`src/rtl/cpc_host_memcycle_pkg.sv`:
```
// Shared types and constants for the CPC expansion-bus host cycle generator.
package cpc_bus_pkg;

  typedef enum logic [2:0] {
    ST_IDLE = 3'd0,
    ST_T1   = 3'd1,
    ST_T2   = 3'd2,
    ST_TW   = 3'd3,
    ST_T3   = 3'd4
  } cpc_state_e;

  localparam logic [1:0] SRC_RAM = 2'd0;
  localparam logic [1:0] SRC_ROM = 2'd1;
  localparam logic [1:0] SRC_EXP = 2'd2;
  localparam logic [1:0] SRC_TMO = 2'd3;

  localparam logic [1:0] LROM_REGION = 2'b00;
  localparam logic [1:0] UROM_REGION = 2'b11;

  localparam logic [7:0] RD_TIMEOUT_DATA = 8'hFF;

endpackage

```
`src/rtl/cpc_host_memcycle_if.sv`:
```
// Request/response and 50-way connector signals of the host cycle generator.
interface cpc_host_memcycle_if;
  logic        req;
  logic        req_wr;
  logic [15:0] req_addr;
  logic [7:0]  req_wdata;
  logic        lrom_en;
  logic        urom_en;
  logic        busy;
  logic        ack;
  logic        timeout;
  logic [7:0]  rdata;
  logic [1:0]  rsrc;
  logic [15:0] A;
  logic [7:0]  D_OUT;
  logic        D_OE;
  logic [7:0]  D_IN;
  logic        MREQ_B;
  logic        RD_B;
  logic        WR_B;
  logic        ROMEN_B;
  logic        RAMRD_B;
  logic        ROMDIS;
  logic        RAMDIS;
  logic        READY;

  modport master (
    input  req, req_wr, req_addr, req_wdata, lrom_en, urom_en,
    input  D_IN, ROMDIS, RAMDIS, READY,
    output busy, ack, timeout, rdata, rsrc,
    output A, D_OUT, D_OE, MREQ_B, RD_B, WR_B, ROMEN_B, RAMRD_B
  );

  modport slave (
    output req, req_wr, req_addr, req_wdata, lrom_en, urom_en,
    output D_IN, ROMDIS, RAMDIS, READY,
    input  busy, ack, timeout, rdata, rsrc,
    input  A, D_OUT, D_OE, MREQ_B, RD_B, WR_B, ROMEN_B, RAMRD_B
  );
endinterface

```
`src/rtl/cpc_host_memcycle_rom_select.sv`:
```
// Host ROM-vs-RAM read qualifier decode; writes never select either.
module cpc_rom_select
  import cpc_bus_pkg::*;
(
  input  logic [1:0] region,
  input  logic       lrom_en,
  input  logic       urom_en,
  input  logic       wr,
  output logic       rom_sel,
  output logic       ram_sel
);
  logic hit;

  assign hit     = (region == LROM_REGION && lrom_en) || (region == UROM_REGION && urom_en);
  assign rom_sel = hit & ~wr;
  assign ram_sel = ~hit & ~wr;
endmodule

```
`src/rtl/cpc_host_memcycle.sv`:
```
// Z80-style memory cycle initiator for the CPC expansion connector.
module cpc_host_memcycle
  import cpc_bus_pkg::*;
#(
  parameter int MAX_WAIT = 15,
  parameter int WAIT_W   = 4
) (
  input logic                  CLK,
  input logic                  RESET,
  cpc_host_memcycle_if.master  bus
);
  localparam logic [2:0] S_IDLE = ST_IDLE;
  localparam logic [2:0] S_T1   = ST_T1;
  localparam logic [2:0] S_T2   = ST_T2;
  localparam logic [2:0] S_TW   = ST_TW;
  localparam logic [2:0] S_T3   = ST_T3;

  logic [2:0]        state;
  logic [WAIT_W-1:0] wcnt;
  logic              cap_wr, cap_rom, abort;
  logic              rom_sel, ram_sel;

  logic              busy_q, ack_q, timeout_q, d_oe_q;
  logic [7:0]        rdata_q, d_out_q;
  logic [1:0]        rsrc_q;
  logic [15:0]       a_q;
  logic              mreq_b_q, rd_b_q, wr_b_q, romen_b_q, ramrd_b_q;

  cpc_rom_select u_rom_select (
    .region  (bus.req_addr[15:14]),
    .lrom_en (bus.lrom_en),
    .urom_en (bus.urom_en),
    .wr      (bus.req_wr),
    .rom_sel (rom_sel),
    .ram_sel (ram_sel)
  );

  always_ff @(posedge CLK or posedge RESET) begin
    if (RESET) begin
      state     <= S_IDLE;
      wcnt      <= '0;
      cap_wr    <= 1'b0;
      cap_rom   <= 1'b0;
      abort     <= 1'b0;
      busy_q    <= 1'b0;
      ack_q     <= 1'b0;
      timeout_q <= 1'b0;
      rdata_q   <= 8'h00;
      rsrc_q    <= SRC_RAM;
      a_q       <= 16'h0000;
      d_out_q   <= 8'h00;
      d_oe_q    <= 1'b0;
      mreq_b_q  <= 1'b1;
      rd_b_q    <= 1'b1;
      wr_b_q    <= 1'b1;
      romen_b_q <= 1'b1;
      ramrd_b_q <= 1'b1;
    end else begin
      ack_q     <= 1'b0;
      timeout_q <= 1'b0;
      case (state)
        S_IDLE: begin
          // The IDLE cycle carrying ack is a recovery slot: no accept there.
          if (bus.req && !ack_q) begin
            state     <= S_T1;
            busy_q    <= 1'b1;
            cap_wr    <= bus.req_wr;
            cap_rom   <= rom_sel;
            abort     <= 1'b0;
            a_q       <= bus.req_addr;
            mreq_b_q  <= 1'b0;
            rd_b_q    <= bus.req_wr;
            romen_b_q <= ~rom_sel;
            ramrd_b_q <= ~ram_sel;
            d_oe_q    <= bus.req_wr;
            if (bus.req_wr) d_out_q <= bus.req_wdata;
          end
        end
        S_T1: begin
          state  <= S_T2;
          wr_b_q <= ~cap_wr;
        end
        S_T2: begin
          wcnt  <= '0;
          state <= bus.READY ? S_T3 : S_TW;
        end
        S_TW: begin
          if (bus.READY) begin
            state <= S_T3;
          end else begin
            wcnt <= wcnt + 1'b1;
            if (wcnt == WAIT_W'(MAX_WAIT - 1)) begin
              state <= S_T3;
              abort <= 1'b1;
            end
          end
        end
        S_T3: begin
          state     <= S_IDLE;
          busy_q    <= 1'b0;
          ack_q     <= 1'b1;
          timeout_q <= abort;
          mreq_b_q  <= 1'b1;
          rd_b_q    <= 1'b1;
          wr_b_q    <= 1'b1;
          romen_b_q <= 1'b1;
          ramrd_b_q <= 1'b1;
          d_oe_q    <= 1'b0;
          if (!cap_wr) begin
            if (abort) begin
              rdata_q <= RD_TIMEOUT_DATA;
              rsrc_q  <= SRC_TMO;
            end else begin
              rdata_q <= bus.D_IN;
              // ROM-hit picks which disable line applies when both are high.
              rsrc_q  <= cap_rom ? (bus.ROMDIS ? SRC_EXP : SRC_ROM)
                                 : (bus.RAMDIS ? SRC_EXP : SRC_RAM);
            end
          end
        end
        default: state <= S_IDLE;
      endcase
    end
  end

  assign bus.busy    = busy_q;
  assign bus.ack     = ack_q;
  assign bus.timeout = timeout_q;
  assign bus.rdata   = rdata_q;
  assign bus.rsrc    = rsrc_q;
  assign bus.A       = a_q;
  assign bus.D_OUT   = d_out_q;
  assign bus.D_OE    = d_oe_q;
  assign bus.MREQ_B  = mreq_b_q;
  assign bus.RD_B    = rd_b_q;
  assign bus.WR_B    = wr_b_q;
  assign bus.ROMEN_B = romen_b_q;
  assign bus.RAMRD_B = ramrd_b_q;
endmodule
```
`src/flat_wrapper.sv`:
```
// flat-port wrapper written by rule: the top's interface ports become plain ports
module cpc_host_memcycle_flat import cpc_bus_pkg::*;
#(
  parameter int MAX_WAIT = 15,
  parameter int WAIT_W   = 4
)
  (CLK, RESET, bus_req, bus_req_wr, bus_req_addr, bus_req_wdata, bus_lrom_en, bus_urom_en, bus_D_IN, bus_ROMDIS, bus_RAMDIS, bus_READY, bus_busy, bus_ack, bus_timeout, bus_rdata, bus_rsrc, bus_A, bus_D_OUT, bus_D_OE, bus_MREQ_B, bus_RD_B, bus_WR_B, bus_ROMEN_B, bus_RAMRD_B);
  cpc_host_memcycle_if bus_i ();
  input logic CLK;
  input logic RESET;
  input wire logic [$bits(bus_i.req)-1:0] bus_req;
  input wire logic [$bits(bus_i.req_wr)-1:0] bus_req_wr;
  input wire logic [$bits(bus_i.req_addr)-1:0] bus_req_addr;
  input wire logic [$bits(bus_i.req_wdata)-1:0] bus_req_wdata;
  input wire logic [$bits(bus_i.lrom_en)-1:0] bus_lrom_en;
  input wire logic [$bits(bus_i.urom_en)-1:0] bus_urom_en;
  input wire logic [$bits(bus_i.D_IN)-1:0] bus_D_IN;
  input wire logic [$bits(bus_i.ROMDIS)-1:0] bus_ROMDIS;
  input wire logic [$bits(bus_i.RAMDIS)-1:0] bus_RAMDIS;
  input wire logic [$bits(bus_i.READY)-1:0] bus_READY;
  output wire logic [$bits(bus_i.busy)-1:0] bus_busy;
  output wire logic [$bits(bus_i.ack)-1:0] bus_ack;
  output wire logic [$bits(bus_i.timeout)-1:0] bus_timeout;
  output wire logic [$bits(bus_i.rdata)-1:0] bus_rdata;
  output wire logic [$bits(bus_i.rsrc)-1:0] bus_rsrc;
  output wire logic [$bits(bus_i.A)-1:0] bus_A;
  output wire logic [$bits(bus_i.D_OUT)-1:0] bus_D_OUT;
  output wire logic [$bits(bus_i.D_OE)-1:0] bus_D_OE;
  output wire logic [$bits(bus_i.MREQ_B)-1:0] bus_MREQ_B;
  output wire logic [$bits(bus_i.RD_B)-1:0] bus_RD_B;
  output wire logic [$bits(bus_i.WR_B)-1:0] bus_WR_B;
  output wire logic [$bits(bus_i.ROMEN_B)-1:0] bus_ROMEN_B;
  output wire logic [$bits(bus_i.RAMRD_B)-1:0] bus_RAMRD_B;
  assign bus_i.req = bus_req;
  assign bus_i.req_wr = bus_req_wr;
  assign bus_i.req_addr = bus_req_addr;
  assign bus_i.req_wdata = bus_req_wdata;
  assign bus_i.lrom_en = bus_lrom_en;
  assign bus_i.urom_en = bus_urom_en;
  assign bus_i.D_IN = bus_D_IN;
  assign bus_i.ROMDIS = bus_ROMDIS;
  assign bus_i.RAMDIS = bus_RAMDIS;
  assign bus_i.READY = bus_READY;
  assign bus_busy = bus_i.busy;
  assign bus_ack = bus_i.ack;
  assign bus_timeout = bus_i.timeout;
  assign bus_rdata = bus_i.rdata;
  assign bus_rsrc = bus_i.rsrc;
  assign bus_A = bus_i.A;
  assign bus_D_OUT = bus_i.D_OUT;
  assign bus_D_OE = bus_i.D_OE;
  assign bus_MREQ_B = bus_i.MREQ_B;
  assign bus_RD_B = bus_i.RD_B;
  assign bus_WR_B = bus_i.WR_B;
  assign bus_ROMEN_B = bus_i.ROMEN_B;
  assign bus_RAMRD_B = bus_i.RAMRD_B;
  cpc_host_memcycle #(.MAX_WAIT(MAX_WAIT), .WAIT_W(WAIT_W)) u_core (.CLK(CLK), .RESET(RESET), .bus(bus_i));
endmodule
```
`config.mk`:
```
export PLATFORM = sky130hd
export DESIGN_NAME = cpc_host_memcycle_flat
export DESIGN_NICKNAME = d
export VERILOG_FILES = /design/src/rtl/cpc_host_memcycle_pkg.sv /design/src/rtl/cpc_host_memcycle_if.sv /design/src/rtl/cpc_host_memcycle_rom_select.sv /design/src/rtl/cpc_host_memcycle.sv /design/src/flat_wrapper.sv
export SDC_FILE = /design/constraint.sdc
export NUM_CORES = 1
export LEC_CHECK = 0
export CAP_MARGIN = 20
export CORE_ASPECT_RATIO = 1.75
export CORE_MARGIN = 1
export CORE_UTILIZATION = 40
export DETAILED_ROUTE_END_ITERATION = 16
export PLACE_DENSITY = 0.73
export SLEW_MARGIN = 5
export SYNTH_ARGS = -nofsm -noshare
export SYNTH_HDL_FRONTEND = slang
export SYNTH_HIERARCHICAL = 1
export SYNTH_SLANG_ARGS = --single-unit
export TNS_END_PERCENT = 50
```
`constraint.sdc`:
```
create_clock -name CLK -period 4.9 [get_ports CLK]
set_input_delay 0.98 -clock CLK [delete_from_list [all_inputs] [get_ports CLK]]
set_output_delay 0.98 -clock CLK [all_outputs]
set_load 0.1 [all_outputs]
```
== Yosys cells after proc, flatten, opt, wreduce, memory -nomap -nowiden ==
Index checks and enable logic that the tools add are counted.
Widths: inputs -> output; s select.

* Register bits: 53
* Bits in latches: 0
* Memory bits (writable): 0
* Bits in read-only memories: 0
* Bits of input ports: 41
* Output and inout bits: 43
* Logic and storage cells: 83
* Memories: 0

* $add $sub $neg: 1
* Multiply operators: 0
* Divide/modulo/power cells: 0
* Magnitude comparators: 0
* Equal/unequal tests: 10
* Shift-type cells: 0
* Muxes and demuxes: 29
* Bitwise logic cells: 7
* Reduce and logical (&&, ||, !) cells: 18

{| class="wikitable"
|+ Operators by type and width
! kind !! count
|-
| $pmux 1 s2 || 8
|-
| $mux 3 || 4
|-
| $pmux 3 s4 || 1
|-
| $reduce_and 2->1 || 5
|-
| $mux 1 || 9
|-
| $mux 2 || 4
|-
| $mux 8 || 1
|-
| $pmux 4 s2 || 1
|-
| $reduce_bool 2->1 || 4
|-
| $eq 3x2->1 const B || 2
|-
| $not 1->1 || 5
|-
| $add 4x1->4 const B || 1
|-
| $eq 4x4->1 const B || 1
|-
| $mux 4 || 1
|-
| $ne 2x1->1 const B || 2
|-
| $reduce_and 4->1 || 1
|-
| $eq 3x1->1 const B || 1
|-
| $eq 3x3->1 const B || 1
|-
| $logic_and 1x1->1 || 3
|-
| $logic_not 3->1 || 1
|-
| $ne 3x2->1 const B || 1
|-
| $reduce_and 3->1 || 1
|-
| $and 1x1->1 || 2
|-
| $eq 2x2->1 const B || 1
|-
| 4 further kinds || 4
|}

== Depth between registers and ports, before layout ==
Gate-level depths: netlist of run 1.

* Depth in word-level cells: 8
* Gate-level depth with buffers: 5

== By module ==
Netlist of run 1, hierarchy kept.

{| class="wikitable"
|+ By module, submodules not included
! module !! instances !! cells each !! area each (sq um) !! sequential area each (sq um)
|-
| cpc_host_memcycle || 1 || 175 || 2262.2 || 1332.5
|-
| cpc_rom_select || 1 || 4 || 27.5 || 0.0
|}

== Worst setup path before layout of run 1 ==
Ideal clock, no wire load.

* Path type: register -> register
* From: register u_core.ack_q (netlist: u_core/bus.ack)
* To: register u_core.d_out_q[0] (netlist: u_core/bus.D_OUT[0])
* Library setup time: 128 ps
* Data arrival time: 1852 ps
* Required time: 4772 ps
* Setup slack: 2920 ps
* Cell stages (with the launch flop): 5
* Path buffers: 1
* Clock period less this slack: 1980 ps
* Path through: dfrtp_1 > and2b_1 > and3_1 > buf_6 > mux2_1

* Longest elaborated chain between the ends: 3

{| class="wikitable"
|+ RTL lines
! element !! line !! RTL
|-
| from (decl) || cpc_host_memcycle.sv:23 || <nowiki>logic busy_q, ack_q, timeout_q, d_oe_q;</nowiki>
|-
| from (signal assigned) || cpc_host_memcycle.sv:46 || <nowiki>ack_q <= 1'b0;</nowiki>
|-
| from (signal assigned) || cpc_host_memcycle.sv:59 || <nowiki>ack_q <= 1'b0;</nowiki>
|-
| from (signal assigned) || cpc_host_memcycle.sv:101 || <nowiki>ack_q <= 1'b1;</nowiki>
|-
| $logic_not 1->1 || cpc_host_memcycle.sv:64 || <nowiki>if (bus.req && !ack_q) begin</nowiki>
|-
| $logic_and 1x1->1 || cpc_host_memcycle.sv:64 ||
|-
| $reduce_and 3->1 (no line) || -- ||
|-
| to (signal assigned) || cpc_host_memcycle.sv:76 || <nowiki>if (bus.req_wr) d_out_q <= bus.req_wdata;</nowiki>
|-
| to (decl) || cpc_host_memcycle.sv:24 || <nowiki>logic [7:0] rdata_q, d_out_q;</nowiki>
|}

No other way between the ends.
A chain may end at the register's enable or synchronous reset.

== Worst setup path after layout of run 1 ==
* From: register u_core.wr_b_q (netlist: u_core/bus.WR_B)
* To: output port bus_WR_B

{| class="wikitable"
|+ RTL lines
! element !! line !! RTL
|-
| from (decl) || cpc_host_memcycle.sv:27 || <nowiki>logic mreq_b_q, rd_b_q, wr_b_q, romen_b_q, ramrd_b_q;</nowiki>
|-
| from (signal assigned) || cpc_host_memcycle.sv:81 || <nowiki>wr_b_q <= ~cap_wr;</nowiki>
|-
| to (decl) || flat_wrapper.sv:31 || <nowiki>output wire logic [$bits(bus_i.WR_B)-1:0] bus_WR_B;</nowiki>
|}

No word-level cell between the ends.

==> results of run 1 <==
[stage by stage]
stage | util, % | std cells | area, sq um | hold WS [ns] | worst slack [ns]
after floorplan | - | 179 | 2290 | 0.493 | 2.64
after global placement | 57.1 | 331 | 3160 | 0.448 | 2.20
after detailed placement | 57.1 | 331 | 3160 | 0.451 | 2.20
after CTS | 59.2 | 339 | 3280 | 0.472 | 1.92
after global routing | 59.2 | 339 | 3280 | 0.493 | 1.89
final | 59.2 | 339 | 3280 | 0.470 | 1.93
[flip-flops by register name (all words and copies together) (netlist names), 2 cells and up]
name	flops
u_core/bus.A	16
u_core/state	3
u_core/wcnt	4
u_core/bus.rsrc	2
u_core/bus.D_OUT	8
u_core/bus.rdata	8
[kinds of logic (layout without fill, tap and decap cells)]
kind of cell    count (synthesis)  in the layout
mux                            26             26
flops                          53             53
compound gates                 32             32
simple gates                   50             50
fa+ha+maj                       2              2
buf+inv                        16            100
[cells in the mapped netlist (all sizes together) (2+ instances only)]
| cell | count |
|---|---|
| nand2 | 3 |
| mux2 | 26 |
| nor3 | 2 |
| ha | 2 |
| nand3 | 5 |
| dfstp | 5 |
| nor2b | 3 |
| a32oi | 2 |
| or4b | 2 |
| a21oi | 19 |
| and3 | 2 |
| dfrtp | 48 |
| nand2b | 2 |
| buf | 8 |
| o21ai | 3 |
| a21o | 3 |
| nor2 | 22 |
| inv | 7 |
[per-layer routing]
| layer | GRT usage, % | part of all wire [%] |
|---|---|---|
| met5 | 0 | 0 |
| met2 | 29.5 | 55 |
| met4 | 7.88 | 2.6 |
| met3 | 3.54 | 3.6 |
| met1 | 17.6 | 39 |
[path summary, 6_finish.rpt]
check | slack (ns) | cells past startpoint | start | endpoint
max in group asynchronous | 3.06 | 3 | RESET | u_core/bus.RAMRD_B$_DFFE_PP1P_
hold reg to reg | 0.47 | 2 | u_core/bus.ROMEN_B$_DFFE_PP1P_ | u_core/bus.ROMEN_B$_DFFE_PP1P_
hold / removal | 0.47 | 2 | u_core/bus.ROMEN_B$_DFFE_PP1P_ | u_core/bus.ROMEN_B$_DFFE_PP1P_
setup reg to reg | 3.00 | 3 | u_core/state[0]$_DFFE_PP0P_ | u_core/bus.A[14]$_DFFE_PP0P_
min in group asynchronous | 1.03 | 2 | RESET | u_core/bus.A[9]$_DFFE_PP0P_
setup / recovery | 1.93 | 1 | u_core/bus.WR_B$_DFFE_PP1P_ | bus_WR_B
[final cells by class]
type	count	area, sq um
Clock buffer	5	68.8
Clock inverter	3	46.3
Fill cell	484	2260
Inverter	7	26.3
Multi-Input combinational cell	110	863
Sequential cell	53	1330
Tap cell	76	95.1
Timing Repair Buffer	85	846
==> metrics, run 1 <==
critical path's slowest cell clkdlybuf4s50_1; share of layout cells above drive strength 1 between 10% and 20%; Yosys top cell area share a little over half; DRT Pass-1 Iters 3; Synth warnings 6; via/cell ratio 4.83; Die X around 59 um; cell taking the most area after synthesis dfrtp_1; Setup TNS 0 ns; Mean Syn Cell Area about 13 sq um; HP Class flip-flop to flip-flop; post-detail-place hpwl between 3000 and 4000 um; Clk pin slew, worst setup/hold paths around 0.09 ns; Max-Cap Viols 0; top_reg_cell synth dfrtp_1; vias in the first global route 1636; Layout Area Growth over Synthesis 43.2%; CTS tree done; Die Area a little over 6000 sq um; DRC viols 0; mux cell area share after synthesis between 10% and 20%; antenna violations before repair 0; Compound-Gate Fraction of Synth Area 8.42%; Synth Register Bits 53; syn nets 222; Avg WL per Cell ~14 um; largest net degree at the start of global routing 29; commonest non-fill, non-tap cell in the layout clkdlybuf4s50_1; largest family of logic cells by synthesized area multiplexers; cts repair resizes 0; Post CTS Setup Buffer Count 0; most frequent cells in the layout clkdlybuf4s50_1 (83), dfrtp_1 (48), nor2_1 (22); Critical Path Max Stage Delay about 1.1 ns; CP endpoint kind output port; Root Driver clkbuf_8; CP top delay family buffers and inverters; number of port buffers between 80 and 90; Initial Utilization between 40% and 50%; H-tree depth 2; post-synthesis cell count approximately 180; Skew-Pair Late Insertion Delay around 0.31 ns; RSZ-0062 raised after global routing false; Antenna Violating Nets Remaining 0; grt total ovfl 0; final setup violating endpoints 0; CTS buffer count 5; crit path buf inv count 1; Worst Clk Skew between 0.009 and 0.01 ns; Slew @ Worst Pin between 1 and 1.5 ns; clock sinks 53; Starting DRT DRC Count 41; final wirelength ~4800 um; CORE AREA around 5500 sq um; CP cell instances clkdlybuf4s50_1; fin nets between 300 and 400; Post-Synth Adder-Cell Area around 1.1%; Slew headroom 31.4%; Slew Limit Fails 0; WP data required 3.92 ns; Final Critical Period 2.97 ns; Startpoint Class flip-flop; run status finished, final reports clean; critical-path maximum fanout 3; fraction of registers with async set/reset between 90% and 100%; Ports 84; die height ~100 um; GR Util All Layers approximately 16%; Fmax around 340 MHz; Final period util ~61%; hold bufs inserted after CTS 0; simple-gate share of the synthesized area 12.8%; Synth area leaders dfrtp_1 (52%), mux2_4 (10%), dfstp_2 (5.7%), a21oi_1 (4.2%), nor2_1 (3.6%); Synth Area in XOR/XNOR 0%; EDFF count, synth 0; via count around 1600; Setup CP Type flip-flop to output port; Unique masters post-synth 40; Worst Path Arrival 1.99 ns; global placer's final weighted congestion between 0.7 and 0.8; Post-Syn Area 2290 sq um; clk buf depth 2; row count 36; final hold violations 0; first-pass GRT wire length about 7500 um; ant diodes 0; sequential area share after synthesis between 50% and 60%
Power of run 1 is not shown: default switching activity piles up to over one toggle a cycle in this logic, so the estimate is an artifact.
==> inputs of run 2 (changes only) <==
PLACE_DENSITY = 0.76   (was 0.73)
clock period = 2.5 ns   (was 4.9 ns; I/O delays follow)
==> metrics, run 2 (synthesis results as in run 1) <==
run status finished, final reports clean (unchanged); row count 36 (unchanged); Worst Clk Skew 0.00259 ns (was 0.00987 ns); Max-Cap Viols 0 (unchanged); final setup violating endpoints 0 (unchanged); die height 102 um (unchanged); Slew Limit Fails 0 (unchanged); Worst Path Arrival 2.07 ns (was 1.99 ns); WP data required 2.68 ns (was 3.92 ns); clock sinks 53 (unchanged); Root Driver clkbuf_8 (unchanged); wire length on met1 1920 um (was 1870 um); antenna violations before repair 0 (unchanged); global placer's final weighted congestion 0.772 (was 0.768); Startpoint Class flip-flop (unchanged); Antenna Violating Nets Remaining 0 (unchanged); Fmax around 530 MHz; DRT Pass-1 Iters 4 (was 3); hold_sp u_core/bus.RAMRD_B$_DFFE_PP1P_ (was u_core/bus.ROMEN_B$_DFFE_PP1P_); cts repair resizes 0 (unchanged); vias in the first global route 1583 (was 1636); Layout Area Growth over Synthesis 37.8% (was 43.2%); largest net degree at the start of global routing 54 (was 29); most frequent cells in the layout dfrtp_1 (48), buf_4 (45), clkdlybuf4s50_1 (40) (was clkdlybuf4s50_1 (83), dfrtp_1 (48), nor2_1 (22)); critical path startpoint u_core/state[0]$_DFFE_PP0P_ (was u_core/bus.WR_B$_DFFE_PP1P_); grt total ovfl 0 (unchanged); critical-path maximum fanout 15 (was 3); GR Util All Layers 15.9% (was 16.4%); metal2 WL 2560 um (was 2630 um); CTS buffer count 5 (unchanged); final wirelength 4730 um (was 4800 um); clk buf depth 2 (unchanged); Slew @ Worst Pin 0.662 ns (was 1.03 ns); H-tree depth 2 (unchanged); placed instance count 332 (was 331); Non-Filler Instances 340 (was 339); fin nets 306 (was 305); ant diodes 0 (unchanged); top routing layer in use met4 (unchanged); CORE AREA 5540 sq um (unchanged); Post CTS Setup Buffer Count 0 (unchanged); CTS tree done (unchanged); CP endpoint kind flip-flop (was output port); Setup CP Type flip-flop to flip-flop (was flip-flop to output port); Die X 59.2 um (unchanged); via/cell ratio 4.77 (was 4.83); Slew headroom 55.8% (was 31.4%); Avg WL per Cell 13.9 um (was 14.1 um); first-pass GRT wire length 7270 um (was 7460 um); number of port buffers 83 (unchanged); Post-Place Setup Slack 0.299 ns (was 2.20 ns); Die Area 6040 sq um (unchanged); HP Class flip-flop to flip-flop (unchanged); met3 wire len 143 um (was 171 um); share of layout cells above drive strength 1 30.3% (was 14.8%); Final period util between 70% and 80%; Skew-Pair Late Insertion Delay 0.30 ns (was 0.31 ns); Starting DRT DRC Count 43 (was 41); RSZ-0062 raised after global routing false (unchanged); via count 1623 (was 1637); DRC viols 0 (unchanged); post-detail-place hpwl 3480 um (was 3630 um); Largest register FFs 16 (unchanged); Initial Utilization 41.3% (unchanged); commonest non-fill, non-tap cell in the layout dfrtp_1 (was clkdlybuf4s50_1); Final Critical Period between 1.5 and 2 ns; Ports 84 (unchanged); Setup TNS 0 ns (unchanged); hold bufs inserted after CTS 0 (unchanged); final worst slack 0.610 ns (was 1.93 ns); Clk pin slew, worst setup/hold paths 0.09 ns (about the same); final hold violations 0 (unchanged); reg2reg start u_core/state[0]$_DFFE_PP0P_ (unchanged); final-layout fill cell count 502 (was 484)
-- run 2: layer usage --
layer | vias up | track usage [%]
li1 | 793 | -
met1 | 785 | 19.3
met2 | 36 | 27.1
met3 | 9 | 1.77
met4 | 0 | 8.06
met5 | - | 0
-- run 2: final cells by class --
cell class              instances  area (sq um)  share of cell area [%]
flip-flops and latches         53          1330                    42.2
multi-input cells             110           863                    27.4
repair buffers                 86           758                    24.0
well taps                      76          95.1                    3.01
clock buffers                   8          80.1                    2.54
inverters                       7          26.3                   0.833
-- run 2: final timing paths --
path | to | slack (ns) | depth (start not counted)
max | u_core/bus.D_OUT[4]$_DFFE_PP0P_ | 0.61 | 3
min | u_core/bus.RAMRD_B$_DFFE_PP1P_ | 0.47 | 2
max reg2reg | u_core/bus.D_OUT[4]$_DFFE_PP0P_ | 0.61 | 3
min reg2reg | u_core/bus.RAMRD_B$_DFFE_PP1P_ | 0.47 | 2
max in group asynchronous | u_core/bus.A[9]$_DFFE_PP0P_ | 1.37 | 3
min in group asynchronous | u_core/bus.A[1]$_DFFE_PP0P_ | 0.71 | 3
-- run 2: worst max-delay path: stages (launching register included) --
cell and delay (ns):
dfrtp_1 0.57, nor3_4 0.33, and3_1 0.49, mux2_1 0.38
-- run 2: through the flow --
step                utilization, %  cell area (sq um)  hold WS, ns
CTS                           57.0               3160        0.471
detailed placement            55.5               3080        0.451
global route                  57.0               3160        0.498
finish                        57.0               3160        0.469
global placement              55.5               3080        0.457
floorplan                        -               2290        0.493
Power of run 2 is left out for the same reason.
